[config.mk]
export PLATFORM = sky130hd
export DESIGN_NAME = atan_arbiter
export DESIGN_NICKNAME = d
export VERILOG_FILES = /design/src/rtl/atan_arbiter.sv
export SDC_FILE = /design/constraint.sdc
export NUM_CORES = 1
export LEC_CHECK = 0
export CAP_MARGIN = 20
export CORE_AREA = 3 3 212 214
export CTS_BUF_LIST = sky130_fd_sc_hd__clkbuf_8
export CTS_CLUSTER_DIAMETER = 200
export DETAILED_ROUTE_END_ITERATION = 7
export DIE_AREA = 0 0 215 217
export PLACE_DENSITY = 0.56
export SLEW_MARGIN = 20
export SYNTH_ARGS = -nofsm -noshare
export SYNTH_HDL_FRONTEND = slang
export SYNTH_SLANG_ARGS = --single-unit
[constraint.sdc]
create_clock -name clk -period 2.75 [get_ports clk]
set_input_delay 0.4125 -clock clk [delete_from_list [all_inputs] [get_ports clk]]
set_output_delay 0.4125 -clock clk [all_outputs]
set_load 0.005 [all_outputs]
[src/rtl/atan_arbiter.sv]
// rtl/atan_arbiter.sv - shares one Arctan2 core between N_REQ requesters
//
// Grants one requester at a time, latches its operands into the core, runs the
// core until a rising edge of core_ready (or a timeout), and returns the angle
// with a one-cycle done pulse to the served requester. Dropping req mid-run
// aborts the service without a done. All outputs are registered.
//
// Optional build macro: ATAN_ARB_RR_EN selects round-robin arbitration
// (search starts at rr_ptr); when undefined the lowest requesting index wins.
//
// Ports:
//   clk, reset            system clock, synchronous active-high reset
//   req[N_REQ]            level request per requester, held until done
//   arg1_flat, arg2_flat  per-requester operands, requester i at [i*DATA_W +: DATA_W]
//   grant[N_REQ]          one-hot requester being served
//   done[N_REQ]           one-cycle pulse, result valid
//   result[ANGLE_W]       signed angle, held until the next done
//   timeout_err           high with done when the service timed out
//   busy                  high whenever not idle
//   core_arg1, core_arg2  latched operands to the core
//   core_enable           core enable
//   core_reset            core reset
//   core_angle            core result
//   core_ready            core DataReady level
module atan_arbiter #(
  parameter int N_REQ          = 3,
  parameter int DATA_W         = 64,
  parameter int ANGLE_W        = 13,
  parameter int TIMEOUT_CYCLES = 512
) (
  input  logic                      clk,
  input  logic                      reset,
  input  logic [N_REQ-1:0]          req,
  input  logic [N_REQ*DATA_W-1:0]   arg1_flat,
  input  logic [N_REQ*DATA_W-1:0]   arg2_flat,
  output logic [N_REQ-1:0]          grant,
  output logic [N_REQ-1:0]          done,
  output logic [ANGLE_W-1:0]        result,
  output logic                      timeout_err,
  output logic                      busy,
  output logic [DATA_W-1:0]         core_arg1,
  output logic [DATA_W-1:0]         core_arg2,
  output logic                      core_enable,
  output logic                      core_reset,
  input  logic [ANGLE_W-1:0]        core_angle,
  input  logic                      core_ready
);

  localparam int IDX_W = $clog2(N_REQ);
  localparam int CNT_W = $clog2(TIMEOUT_CYCLES);

  typedef enum logic [1:0] {S_IDLE, S_START, S_RUN, S_DONE} state_t;

  state_t             state_q, state_d;
  logic [IDX_W-1:0]   win_q, win_d;
  logic [CNT_W-1:0]   cnt_q, cnt_d;
  logic               ready_q, ready_d;
  logic [N_REQ-1:0]   grant_d, done_d;
  logic [ANGLE_W-1:0] result_d;
  logic               terr_d, busy_d, en_d, crst_d;
  logic [DATA_W-1:0]  arg1_d, arg2_d;

  logic               win_found;
  logic [IDX_W-1:0]   win_idx;

`ifdef ATAN_ARB_RR_EN
  logic [IDX_W-1:0]   rr_ptr, rr_d;
  logic [IDX_W:0]     cand;

  // Scan from the highest offset down so the smallest offset from rr_ptr wins.
  always_comb begin
    win_found = 1'b0;
    win_idx   = '0;
    cand      = '0;
    for (int k = N_REQ - 1; k >= 0; k--) begin
      cand = {1'b0, rr_ptr} + (IDX_W+1)'(k);
      if (cand >= (IDX_W+1)'(N_REQ)) cand = cand - (IDX_W+1)'(N_REQ);
      if (req[cand[IDX_W-1:0]]) begin
        win_found = 1'b1;
        win_idx   = cand[IDX_W-1:0];
      end
    end
  end
`else
  always_comb begin
    win_found = 1'b0;
    win_idx   = '0;
    for (int k = N_REQ - 1; k >= 0; k--) begin
      if (req[k]) begin
        win_found = 1'b1;
        win_idx   = IDX_W'(k);
      end
    end
  end
`endif

  always_comb begin
    state_d  = state_q;
    win_d    = win_q;
    cnt_d    = cnt_q;
    ready_d  = ready_q;
    grant_d  = grant;
    done_d   = '0;
    result_d = result;
    terr_d   = 1'b0;
    busy_d   = busy;
    arg1_d   = core_arg1;
    arg2_d   = core_arg2;
    en_d     = core_enable;
    crst_d   = core_reset;
`ifdef ATAN_ARB_RR_EN
    rr_d     = rr_ptr;
`endif
    case (state_q)
      S_IDLE: begin
        en_d    = 1'b0;
        crst_d  = 1'b1;
        ready_d = 1'b0;
        busy_d  = 1'b0;
        grant_d = '0;
        if (win_found) begin
          win_d   = win_idx;
          grant_d = N_REQ'(1) << win_idx;
          arg1_d  = arg1_flat[win_idx*DATA_W +: DATA_W];
          arg2_d  = arg2_flat[win_idx*DATA_W +: DATA_W];
          busy_d  = 1'b1;
          state_d = S_START;
        end
      end
      S_START: begin
        // Core held in reset this cycle; ready_q follows core_ready from here so
        // a level left high across the reset is not taken as completion.
        en_d    = 1'b1;
        crst_d  = 1'b0;
        cnt_d   = '0;
        ready_d = core_ready;
        state_d = S_RUN;
      end
      S_RUN: begin
        ready_d = core_ready;
        if (!req[win_q]) begin
          grant_d = '0;
          busy_d  = 1'b0;
          en_d    = 1'b0;
          crst_d  = 1'b1;
          state_d = S_IDLE;
        end else if (core_ready && !ready_q) begin
          result_d = core_angle;
          done_d   = grant;
          en_d     = 1'b0;
          crst_d   = 1'b1;
          state_d  = S_DONE;
        end else if (cnt_q == CNT_W'(TIMEOUT_CYCLES - 1)) begin
          result_d = '0;
          terr_d   = 1'b1;
          done_d   = grant;
          en_d     = 1'b0;
          crst_d   = 1'b1;
          state_d  = S_DONE;
        end else begin
          cnt_d = cnt_q + 1'b1;
        end
      end
      S_DONE: begin
        grant_d = '0;
        busy_d  = 1'b0;
        state_d = S_IDLE;
`ifdef ATAN_ARB_RR_EN
        rr_d    = (win_q == IDX_W'(N_REQ - 1)) ? '0 : win_q + 1'b1;
`endif
      end
      default: state_d = S_IDLE;
    endcase
  end

  always_ff @(posedge clk) begin
    if (reset) begin
      state_q     <= S_IDLE;
      win_q       <= '0;
      cnt_q       <= '0;
      ready_q     <= 1'b0;
      grant       <= '0;
      done        <= '0;
      result      <= '0;
      timeout_err <= 1'b0;
      busy        <= 1'b0;
      core_arg1   <= '0;
      core_arg2   <= '0;
      core_enable <= 1'b0;
      core_reset  <= 1'b1;
`ifdef ATAN_ARB_RR_EN
      rr_ptr      <= '0;
`endif
    end else begin
      state_q     <= state_d;
      win_q       <= win_d;
      cnt_q       <= cnt_d;
      ready_q     <= ready_d;
      grant       <= grant_d;
      done        <= done_d;
      result      <= result_d;
      timeout_err <= terr_d;
      busy        <= busy_d;
      core_arg1   <= arg1_d;
      core_arg2   <= arg2_d;
      core_enable <= en_d;
      core_reset  <= crst_d;
`ifdef ATAN_ARB_RR_EN
      rr_ptr      <= rr_d;
`endif
    end
  end

endmodule

Word-level counts from Yosys, hierarchy flattened
Index checks and enable logic that the tools add are counted.
{"block": "totals", "reg_bits": 165, "in_bits": 403, "out_inout_bits": 151, "wordCells": 84}
{"block": "classes", "addsub": 1, "order_cmp": 1, "n_eq_ne": 10, "shift": 3, "mux": 37, "n_bitwise": 2, "reduce_logical": 17}
{"cell": "$shiftx A192 B9 Y64", "count": 2}
{"cell": "$mux W9", "count": 3}
{"cell": "$mux W13", "count": 2}
{"cell": "$pmux W9 S2", "count": 1}
{"cell": "$mux W2", "count": 7}
{"cell": "$mux W1", "count": 13}
{"cell": "$mux W3", "count": 4}
{"cell": "$ne A2 B2 Y1 const B", "count": 5}
{"cell": "$add A9 B1 Y9 const B", "count": 1}
{"cell": "$eq A9 B9 Y1 const B", "count": 1}
{"cell": "$pmux W1 S3", "count": 3}
{"cell": "$pmux W3 S3", "count": 1}
{"cell": "$pmux W2 S4", "count": 1}
{"cell": "$reduce_and A2 Y1", "count": 4}
{"cell": "$reduce_bool A2 Y1", "count": 3}
{"cell": "$reduce_bool A3 Y1", "count": 2}
{"cell": "$eq A2 B2 Y1 const B", "count": 2}
{"cell": "$ne A4 B4 Y1 const B", "count": 1}
{"cell": "$reduce_and A4 Y1", "count": 1}
{"cell": "$reduce_or A4 Y1", "count": 1}
{"cell": "$lt A2 B3 Y1 const B", "count": 1}
{"cell": "$reduce_and A3 Y1", "count": 1}
{"cell": "$reduce_or A3 Y1", "count": 1}
{"cell": "$shl A1 B2 Y3 const A", "count": 1}
{"cell": "8 further kinds", "count": 9}

Longest topological paths before layout
{"block": "depth", "word_depth": 6, "depth_mapped": 10, "mapped_depth_nobuf": 9}

Worst setup path before layout
OpenSTA, ideal clock, no wires.
{"block": "synth_timing", "path_kind": "register -> register", "startpoint": "reg cnt_q[0]", "endpoint": "reg cnt_q[7]", "setup_time_ps": 70, "t_arrival_ps": 2100, "required_ps": 2680, "slack_ps": 580, "stages_incl_launch_ff": 10, "path_buffers": 0, "period_less_slack_ps": 2170, "cell_sequence": "dfxtp_1 > ha_1 > and3_1 > and3_1 > and3_1 > ha_1 > nor3_4 > nand3_4 > or3_1 > a21oi_1"}
{"block": "synth_via", "elab_chain_cells": 5, "elab_cells_between_ends": 8, "cone_classes": "1 x add/sub; 2 x eq/ne; 4 x mux; 1 x reduce/logical"}
{"element": "from (decl)", "line": "56", "rtl": "logic [CNT_W-1:0] cnt_q, cnt_d;"}
{"element": "from (signal assigned)", "line": "197", "rtl": "cnt_q <= cnt_d;"}
{"element": "$add A9 B1 Y9", "line": "161", "rtl": "cnt_d = cnt_q + 1'b1;"}
{"element": "$mux W9", "line": "153", "rtl": "end else if (cnt_q == CNT_W'(TIMEOUT_CYCLES - 1)) begin"}
{"element": "$mux W9", "line": "147", "rtl": "end else if (core_ready && !ready_q) begin"}
{"element": "$mux W9", "line": "141", "rtl": "if (!req[win_q]) begin"}
{"element": "$pmux W9 S2", "line": "114", "rtl": "case (state_q)"}
Several ways; a longest one is shown, not always the timed one. The select of a mux whose other input is x is not followed.
A chain may end at the register's enable or synchronous reset.

Final worst setup path
{"block": "layout_timing", "startpoint": "reg cnt_q[0]", "endpoint": "reg result[6]"}
{"block": "layout_via", "elab_chain_cells": 3}
{"element": "$eq A9 B9 Y1", "line": "153"}
{"element": "$reduce_bool A2 Y1 (no source line)"}
{"element": "$reduce_and A3 Y1 (no source line)"}
{"element": "to (signal assigned)", "line": "201", "rtl": "result <= result_d;"}
{"element": "to (decl)", "line": "38", "rtl": "output logic [ANGLE_W-1:0] result,"}
No other way between the ends.

==> results.toml <==
[status]
status = "complete, no violations"

[detailed_routing]
vias_per_cell = 4.41
drt-initial-drc-count = 497
vias = 9457
wl_per_cell_um = 18.0
firstDrtPassIters = 5
wl_mm = 38.7
ant_nets = 0
drc_errors = 0

[setup_path]
regToRegSetupSlack_ns = 0.28
regToRegEndpoint = "result[6]"
crit_path_top_delay_cell = "nand3b_2"
path_class = "register to register"
crit_chain = "ha_1, and3_1, and3_1, and3_1, ha_1, nor2_2, nand3b_2, a22oi_1, nor2_1"
required_ns = 3.12
endpoint_kind = "register"
startpoint_type = "register"
cpMostUsedCell = "and3_1"
cp-startpoint = "cnt_q[0]"
crit_fanout = 16
r2r_cells = 9
arrival_ns = 2.85
regToRegStartpoint = "cnt_q[0]"
max_stage_delay_ns = 0.46

[synthesis]
syn_nets = 1448
syn_area_mm2 = 0.00857
seq_area_frac_synth_pct = 38.6
ys.flop_type = "dfxtp_1"
yosysUniqueCellTypes = 40
synth_area_per_cell_um2 = 8.28
synth_edf_count = 0
synth_warnings = 0
ys_ff_latch = 165
syn_inst = 1035
async_flop_share_pct = 0

[floorplan]
core.rowCount = 76
start_util_pct = 19.9
die_y_um = 217
die_w_um = 215
fp.dieArea_mm2 = 0.0467
coreArea_mm2 = 0.0431
top_level_ports = 554

[finish]
final.fill_count = 4513
nNetsFinal = 1961
final_cells = 2144
antenna_cells = 0
syn_to_final_growth_pct = 76.8
drive_gt1_share_pct = 5.00

[power_and_ir_drop]
irDropWorstVdd_mv = 0.259
p_per_area_mw_per_mm2 = 474
leakagePower_nw = 5.59

[worst_hold_path]
min_from = "reset"
hold_end = "win_q[1]"
whs_path_depth = 2
hold_path_class = "primary input to register"

[timing]
relSlewSlack_pct = 52.9
min_period_over_period_pct = 90.0
clock-skew-final_ns = 0.0118
fmax_ghz = 0.404
rsz0062_at_grt = "no"
report.final.slew_viol_count = 0
final_hold_viol_count = 0
timing.final.crit_period_ns = 2.47
tightest_slew_ns = 0.705
finalSetupViolCount = 0
fin_tns_setup_ns = 0

[clock_tree]
cts_root_buffer = "clkbuf_8"
hold_buffers = 0
cts.sinks = 165
cts_inserted_buffers = 17
cts_buffer_depth = 2
cts_tree = "yes"
htree_levels = 4
clk_latency_ns = 0.49
clkTransAtPathRegs_ns = 0.10

[global_routing]
antenna_found_initial = 0
grt_usage_pct = 15.9
grt_pass1_wl_mm = 57.8
grt_overflow = 0
grt_pass1_vias = 9486
grt_max_degree = 102

[place]
dpl.hpwl_mm = 29.6
numPlacedInstances = 2114
port_buffers = 553
gp_congestion = 0.853

[job]
cap_violations = 0
-- final cells by class --
type	instances	area, um^2	share of cell area (%)
multi-input combinational	770	4730	31.3
clock inverter	12	154	1.02
clock buffer	18	248	1.64
inverter	5	18.8	0.124
tap	585	732	4.83
timing repair buffer	589	5960	39.3
sequential	165	3300	21.8
-- cells in the final DEF (no fill, tap or decap), types with 4 or more instances in the layout --
cell type / n
clkdlybuf4s50_1: 552
a22oi_1: 14
clkbuf_8: 18
o211ai_1: 129
nor3b_1: 4
ha_1: 10
dfxtp_1: 165
nand2_1: 260
o21ai_0: 5
and3_1: 5
inv_1: 6
nor2_1: 22
a21oi_1: 147
buf_4: 24
a211oi_1: 5
nand3_1: 7
buf_12: 12
mux2i_1: 131
-- cells in the mapped netlist, drive strengths merged, types with 6 or more instances --
| library cell | number | area share (%) |
|---|---|---|
| mux2i | 131 | 15 |
| a22oi | 14 | 1.2 |
| a21oi | 147 | 8.6 |
| nor2 | 24 | 1.1 |
| dfxtp | 165 | 39 |
| nand2 | 261 | 11 |
| and3 | 6 | 0.45 |
| o21ai | 6 | 0.39 |
| o211ai | 129 | 11 |
| nand3 | 8 | 0.61 |
| clkbuf | 40 | 1.8 |
| buf | 55 | 4.6 |
| ha | 10 | 1.5 |
-- critical path, delay by kind of cell, from the launching register on --
| family | cells | cell delay, ns |
|---|---|---|
| adder cells (fa/ha/maj) | 2 | 0.43 |
| AO/OA/AOI/OAI | 1 | 0.29 |
| flip-flops | 1 | 0.39 |
| AND/OR/NAND/NOR | 6 | 1.24 |
-- per-stage QoR --
| stage | instance area (um^2) | power [mW] | hold WS, ns | setup WS (ns) | utilization (%) |
|---|---|---|---|---|---|
| finish | 15100 | 7.19 | 0.269 | 0.276 | 35.2 |
| global route | 15100 | 7.63 | 0.231 | 0.125 | 35.2 |
| CTS | 15100 | 7.34 | 0.228 | 0.264 | 35.2 |
| detailed placement | 14700 | 5.37 | 0.447 | 0.243 | 34.2 |
| global placement | 14700 | 5.35 | 0.442 | 0.256 | 34.2 |
| floorplan | 8570 | 3.86 | 0.444 | 0.580 | - |
-- worst max path at each step --
| stage | endpoint | slack [ns] | cells past startpoint |
|---|---|---|---|
| 3_3_place_gp | core_arg2[5] | 0.26 | 8 |
| 3_5_place_dp | core_arg2[3] | 0.24 | 7 |
| 6_report | result[6] | 0.28 | 9 |
| 2_1_floorplan | cnt_q[7] | 0.58 | 9 |
| 5_1_grt | cnt_q[5] | 0.13 | 9 |
| 4_1_cts | result[6] | 0.26 | 9 |
-- sequential cells by signal, indices dropped and copies added, names as in the netlist, 2 cells and up --
register and cells:
cnt_q 9, core_arg1 64, core_arg2 64, done 3, grant 3, result 13
state_q 2, win_q 2
-- logic make-up after synthesis --
group                    share of synthesized area [%]
multiplexers                                      15.3
adder cells (fa/ha/maj)                           1.46
buffers and inverters                             6.57
flip-flops                                        38.6
AND/OR/NAND/NOR                                   15.9
AO/OA/AOI/OAI                                     22.1
XOR/XNOR                                         0.102
-- routing by layer --
metal / vias up / share of wire (%) / track usage [%]
li1: 4706 / - / -
met1: 4420 / 40 / 18.2
met2: 297 / 51 / 28.6
met3: 34 / 6.9 / 5.11
met4: 0 / 1.6 / 3.99
met5: - / 0 / 0
-- where the power goes --
| group | leakage [nW] | switching [mW] | total, mW | internal (mW) |
|---|---|---|---|---|
| clock | 0.203 | 0.979 | 1.89 | 0.915 |
| sequential | 1.36 | 0.150 | 2.81 | 2.66 |
| combinational | 4.02 | 1.08 | 2.49 | 1.41 |
| total | 5.59 | 2.21 | 7.19 | 4.98 |
-- repair_timing --
item | in CTS | in global routing
buffers inserted | 0 | 0
resized for setup | 0 | 1
setup endpoints to repair | 0 | 1
No activity file was read; power rests on OpenSTA's default activity.
